--- config.mk ---
export PLATFORM = sky130hd
export DESIGN_NAME = idma_reg_launch_queue
export DESIGN_NICKNAME = d
export VERILOG_FILES = /design/src/rtl/idma_reg_launch_queue.sv
export SDC_FILE = /design/constraint.sdc
export NUM_CORES = 1
export LEC_CHECK = 0
export CAP_MARGIN = 20
export CORE_MARGIN = 3
export CORE_UTILIZATION = 30
export DETAILED_ROUTE_END_ITERATION = 7
export HOLD_SLACK_MARGIN = 0.03
export PLACE_DENSITY = 0.61
export SETUP_SLACK_MARGIN = 0.15
export SYNTH_ARGS = -nofsm -noshare
export SYNTH_HDL_FRONTEND = slang
export SYNTH_SLANG_ARGS = --single-unit
--- constraint.sdc ---
create_clock -name clk_i -period 2.82 [get_ports clk_i]
set_clock_uncertainty 0.1 [all_clocks]
set_input_delay 0.423 -clock clk_i [delete_from_list [all_inputs] [get_ports clk_i]]
set_output_delay 0.423 -clock clk_i [all_outputs]
set_load 0.01 [all_outputs]
--- src/rtl/idma_reg_launch_queue.sv ---
// Register-frontend launch queue: round-robin arbitration of launch ports into a
// launch FIFO, with per-stream transfer ID issue and completion tracking.
module idma_reg_launch_queue #(
    parameter int unsigned  NumPorts       = 1,
    parameter int unsigned  NumStreams     = 1,
    parameter int unsigned  QueueDepth     = 4,
    parameter int unsigned  IdCounterWidth = 32,
    parameter type          dma_req_t      = logic,
    localparam int unsigned StreamWidth    = (NumStreams > 1) ? $clog2(NumStreams) : 1
) (
    input  logic                                     clk_i,
    input  logic                                     rst_ni,
    input  logic     [NumPorts-1:0]                  launch_valid_i,
    output logic     [NumPorts-1:0]                  launch_ready_o,
    input  dma_req_t [NumPorts-1:0]                  launch_req_i,
    input  logic     [NumPorts-1:0][StreamWidth-1:0] launch_stream_i,
    output logic     [IdCounterWidth-1:0]            launch_id_o,
    output dma_req_t                                 dma_req_o,
    output logic                                     req_valid_o,
    input  logic                                     req_ready_i,
    output logic     [StreamWidth-1:0]               stream_idx_o,
    input  logic     [NumStreams-1:0]                done_i,
    output logic     [NumStreams-1:0][IdCounterWidth-1:0] next_id_o,
    output logic     [NumStreams-1:0][IdCounterWidth-1:0] done_id_o,
    output logic     [NumStreams-1:0]                busy_o,
    output logic                                     full_o
);

    localparam int unsigned PortWidth = (NumPorts > 1) ? $clog2(NumPorts) : 1;
    localparam int unsigned AddrWidth = $clog2(QueueDepth);

    localparam logic [PortWidth-1:0]      LastPort    = PortWidth'(NumPorts - 1);
    localparam logic [PortWidth-1:0]      PortOne     = PortWidth'(1);
    localparam logic [StreamWidth:0]      StreamLimit = (StreamWidth + 1)'(NumStreams);
    localparam logic [AddrWidth:0]        DepthCount  = (AddrWidth + 1)'(QueueDepth);
    localparam logic [AddrWidth:0]        CountOne    = (AddrWidth + 1)'(1);
    localparam logic [AddrWidth-1:0]      AddrOne     = AddrWidth'(1);
    localparam logic [IdCounterWidth-1:0] IdOne       = IdCounterWidth'(1);

    logic [PortWidth-1:0]   rr_ptr_q;
    logic                   lock_q;
    logic [PortWidth-1:0]   lock_idx_q;
    logic [PortWidth-1:0]   cand;
    logic                   grant_valid;
    logic [PortWidth-1:0]   grant_idx;
    logic [StreamWidth-1:0] raw_stream;
    logic [StreamWidth-1:0] push_stream;
    logic                   pop;
    logic                   can_push;
    logic                   accept;

    dma_req_t               payload_q [QueueDepth];
    logic [StreamWidth-1:0] stream_q  [QueueDepth];
    logic [AddrWidth-1:0]   wr_ptr_q;
    logic [AddrWidth-1:0]   rd_ptr_q;
    logic [AddrWidth:0]     count_q;

    logic [NumStreams-1:0][IdCounterWidth-1:0] issue_q;
    logic [NumStreams-1:0][IdCounterWidth-1:0] done_q;

    // A port that was granted but not yet accepted keeps the grant while it stays valid.
    always_comb begin
        grant_valid = 1'b0;
        grant_idx   = '0;
        cand        = rr_ptr_q;
        if (lock_q && launch_valid_i[lock_idx_q]) begin
            grant_valid = 1'b1;
            grant_idx   = lock_idx_q;
        end else begin
            for (int i = 0; i < NumPorts; i++) begin
                if (!grant_valid && launch_valid_i[cand]) begin
                    grant_valid = 1'b1;
                    grant_idx   = cand;
                end
                cand = (cand == LastPort) ? '0 : cand + PortOne;
            end
        end
    end

    assign raw_stream  = launch_stream_i[grant_idx];
    assign push_stream = ({1'b0, raw_stream} >= StreamLimit) ? '0 : raw_stream;

    assign req_valid_o  = (count_q != '0);
    assign full_o       = (count_q == DepthCount);
    assign dma_req_o    = payload_q[rd_ptr_q];
    assign stream_idx_o = stream_q[rd_ptr_q];

    assign pop      = req_valid_o && req_ready_i;
    assign can_push = !full_o || pop;
    // Gating with rst_ni keeps the handshake quiet for the whole reset window.
    assign accept   = grant_valid && can_push && rst_ni;

    always_comb begin
        launch_ready_o = '0;
        if (accept) begin
            launch_ready_o[grant_idx] = 1'b1;
        end
    end

    always_comb begin
        for (int c = 0; c < NumStreams; c++) begin
            next_id_o[c] = issue_q[c] + IdOne;
            busy_o[c]    = (issue_q[c] != done_q[c]);
        end
    end

    assign done_id_o   = done_q;
    assign launch_id_o = next_id_o[push_stream];

    always_ff @(posedge clk_i or negedge rst_ni) begin
        if (!rst_ni) begin
            rr_ptr_q   <= '0;
            lock_q     <= 1'b0;
            lock_idx_q <= '0;
        end else if (accept) begin
            rr_ptr_q <= (grant_idx == LastPort) ? '0 : grant_idx + PortOne;
            lock_q   <= 1'b0;
        end else begin
            lock_q     <= grant_valid;
            lock_idx_q <= grant_idx;
        end
    end

    always_ff @(posedge clk_i) begin
        if (accept) begin
            payload_q[wr_ptr_q] <= launch_req_i[grant_idx];
            stream_q[wr_ptr_q]  <= push_stream;
        end
    end

    always_ff @(posedge clk_i or negedge rst_ni) begin
        if (!rst_ni) begin
            wr_ptr_q <= '0;
            rd_ptr_q <= '0;
            count_q  <= '0;
        end else begin
            if (accept) begin
                wr_ptr_q <= wr_ptr_q + AddrOne;
            end
            if (pop) begin
                rd_ptr_q <= rd_ptr_q + AddrOne;
            end
            if (accept && !pop) begin
                count_q <= count_q + CountOne;
            end else if (!accept && pop) begin
                count_q <= count_q - CountOne;
            end
        end
    end

    // Completions only count while the stream has something outstanding.
    always_ff @(posedge clk_i or negedge rst_ni) begin
        if (!rst_ni) begin
            issue_q <= '0;
            done_q  <= '0;
        end else begin
            for (int c = 0; c < NumStreams; c++) begin
                if (accept && (push_stream == StreamWidth'(c))) begin
                    issue_q[c] <= issue_q[c] + IdOne;
                end
                if (done_i[c] && busy_o[c]) begin
                    done_q[c] <= done_q[c] + IdOne;
                end
            end
        end
    end

endmodule

==> metrics <==
final instance area=roughly 0.0066 mm^2; critical path class=flop to output pin; # placed instances=between 700 and 800; Pwr Density=618 mW/mm^2; RSZ-0062 raised after global routing=yes; Worst-path clk slew=around 0.060 ns; Worst Hold Slack=roughly 0.065 ns; Crit path top cell by count=buf_4; compound-gate portion of the synthesized area=0.665%; Max Cap Viol=0; Rows=45; number of global-route vias before repair=3900; Fmax=between 0.3 and 0.4 GHz; DP HPWL=9.67 mm; Post-Syn Nets=489; Critical Path End Type=output pin; post-route ant nets=0; Yosys reg bits=between 70 and 80; outcome=completed; FFs w/ async S/R, synth=94.8%; Syn Inst Count=474; Ys Warns=0; Total GRT Usage=between 10% and 20%; Syn Area/Cell=9.92 um^2; post-DR wirelength/cell=16.4 um; Top FF cell, synth=dfrtp_1; WL final=13.3 mm; first-pass GRT wire length=about 21 mm; final-report hold violation count=0; CP Cell Sequence=ha_2, nand2_4, nor3_4, buf_4, nand4_1, nor2_2, buf_4, buf_4, xor2_2, buf_2; nets=613; CP Launch Type=flop; DRC viols=0; Final min period=2.71 ns; peak supply drop=503 uV; max incr delay on CP=0.35 ns; Post-DP Area=~0.006 mm^2; DRT Pass-1 Iters=4; Clock Tree Root=clkbuf_16; CTS max path bufs=2; R2R cell count=8; Top Ports=109; Port Buf Inserts=~110; DR iter-0 viols=around 280; Num CTS Buffers=9; Tcrit/Tclk final=96.0%; launching point of the worst reg2reg path=issue_q[13]; leakage power=0.00324 uW; Die W=around 130 um; Die Span Y=131 um; pins over their slew limit=0; R2R Path End=done_id_o[1]; vias per inst=roughly 4.6; sequential share of the synthesized area=41.4%; simple-gate share of the synthesized area=21.4%; CP max-delay cell=dfrtp_1; Reg2Reg Setup Slack=0.35 ns; CTS Sinks=77; Setup violations, final=0; multiplexer share of the synthesized area=0.958%; antenna violations before repair=0; largest family of logic cells by synthesized area=XOR/XNOR gates; Slew Limit Headroom=between 50% and 60%; post-synthesis instance area=0.00470 mm^2; Synth cell types=42; DIE AREA=about 0.017 mm^2; HP Class=primary input to asynchronous set/reset pin; # diodes=0; Post-Layout Cell Count=814; xor and xnor area share after synthesis=24.2%; pin slew with the least headroom to its limit=0.647 ns; CTS tree=yes; layout cells sized above 1=28.0%; Adder-Cell Fraction of Synth Area=2.29%; EDFF count, synth=4; placer congestion estimate=0.818; H-Tree Depth=3; grt ovf=0; largest net degree at the start of global routing=50; Arr. time, crit path=2.18 ns; # fillers=1481; Post-Route Utilization=43.4%; Worst-Skew Late Latency=approximately 0.34 ns; Core Area=0.0153 mm^2; Initial Util=30.8%; DR vias=3768; CP max FO=3; Critical Path RT=2.30 ns; area growth from synthesis to layout=40.8%; Setup TNS=0 ns
==> report_power, final <==
group	internal, uW	switching [uW]	total (uW)
combinational	754	651	1400
sequential	1270	187	1460
clock	761	468	1230
==> cells in the final DEF (no fill, tap or decap), drive strengths merged, types with 17 or more instances in the layout <==
cell type | Yosys | final
xnor2 | 86 | 86
dlygate4sd2 | 0 | 21
nand4 | 23 | 23
clkdlybuf4s50 | 0 | 52
dfrtp | 73 | 73
clkbuf | 6 | 17
buf | 54 | 89
xor2 | 44 | 44
nor2 | 24 | 24
nand2 | 42 | 42
nand3 | 28 | 28
==> worst max-delay path by stage <==
stage / to / slack [ns] / from
finish: launch_id_o[24] / 0.11 / issue_q[1]
global route: launch_id_o[24] / -0.007 / issue_q[0]
global placement: launch_id_o[31] / 0.07 / issue_q[11]
floorplan: next_id_o[28] / 0.24 / issue_q[3]
CTS: next_id_o[18] / 0.002 / issue_q[1]
detailed placement: launch_id_o[31] / 0.04 / issue_q[11]
==> logic make-up (layout without fill, tap and decap cells) <==
kind of cell / after synthesis / after routing
xor gates and xnor gates: 130 / 130
AOI/OAI and AO/OA: 5 / 5
adders and majority gates: 8 / 8
DFF: 77 / 77
buffers and inverters: 71 / 200
muxes: 3 / 3
and+or+nand+nor: 179 / 179
other: 1 / 1
==> registers in the layout, summed over array words and instances (netlist names) <==
| register | cells |
|---|---|
| lock_idx_q | 1 |
| lock_q | 1 |
| issue_q | 32 |
| wr_ptr_q | 2 |
| count_q | 3 |
| done_id_o | 32 |
| payload_q | 4 |
| rd_ptr_q | 2 |
==> area by class of cell <==
class / count / area [um^2] / area share, %
Tap cell: 211 / 264 / 3.99
Inverter: 11 / 41.3 / 0.624
Clock inverter: 5 / 56.3 / 0.851
Clock buffer: 11 / 264 / 3.99
Sequential cell: 77 / 1950 / 29.4
Multi-Input combinational cell: 326 / 2620 / 39.7
Timing Repair Buffer: 173 / 1420 / 21.4
==> worst max-delay path: cells and delay by family (launching register included) <==
kind	cells	cell delay [ns]
xor+xnor	1	0.13
simple gates	4	0.59
buf+inv	4	0.56
flops	1	0.35
fa+ha+maj	1	0.22
==> stage by stage <==
stage	worst slack [ns]	total power, uW
4_1_cts	0.00209	4070
3_5_place_dp	0.0397	2750
5_1_grt	-0.00737	4320
3_3_place_gp	0.0732	2710
6_report	0.113	4090
2_1_floorplan	0.245	2170
==> synth_stat cells, types with 2 or more instances <==
cell type | instances | area [um^2]
buf_4 | 34 | 255
or2_2 | 2 | 12.5
edfxtp_1 | 4 | 120
nor4b_1 | 2 | 17.5
nor3b_1 | 3 | 22.5
nand4_1 | 21 | 131
nor2_1 | 24 | 90.1
mux2_2 | 2 | 22.5
nand3_1 | 27 | 135
buf_2 | 20 | 100
and2_1 | 11 | 68.8
or3_1 | 3 | 18.8
nand2_1 | 42 | 158
nand4_2 | 2 | 25.0
nor4_1 | 8 | 50.1
xnor2_1 | 86 | 753
dfrtp_1 | 73 | 1830
and3_1 | 10 | 62.6
nor3_1 | 10 | 50.1
nand2b_1 | 3 | 18.8
inv_1 | 11 | 41.3
and4_1 | 3 | 26.3
xor2_1 | 44 | 385
clkbuf_1 | 5 | 18.8
ha_1 | 7 | 87.6
==> layer usage <==
metal | up-vias | wire, um | global-route usage (%)
met4 | 0 | 162 | 4.43
met2 | 90 | 6530 | 24.9
met1 | 1886 | 6020 | 20.6
met5 | - | 0 | 0
li1 | 1776 | - | -
met3 | 16 | 610 | 3.79
==> timing repair <==
item	CTS	global route
pin swaps	15	18
gates cloned	0	1
hold endpoints to repair	0	0
buffers inserted	10	8
resized for setup	119	61
endpoints found under the setup margin	51	32
hold buffers	0	0
(Power assumes the default switching activity.)
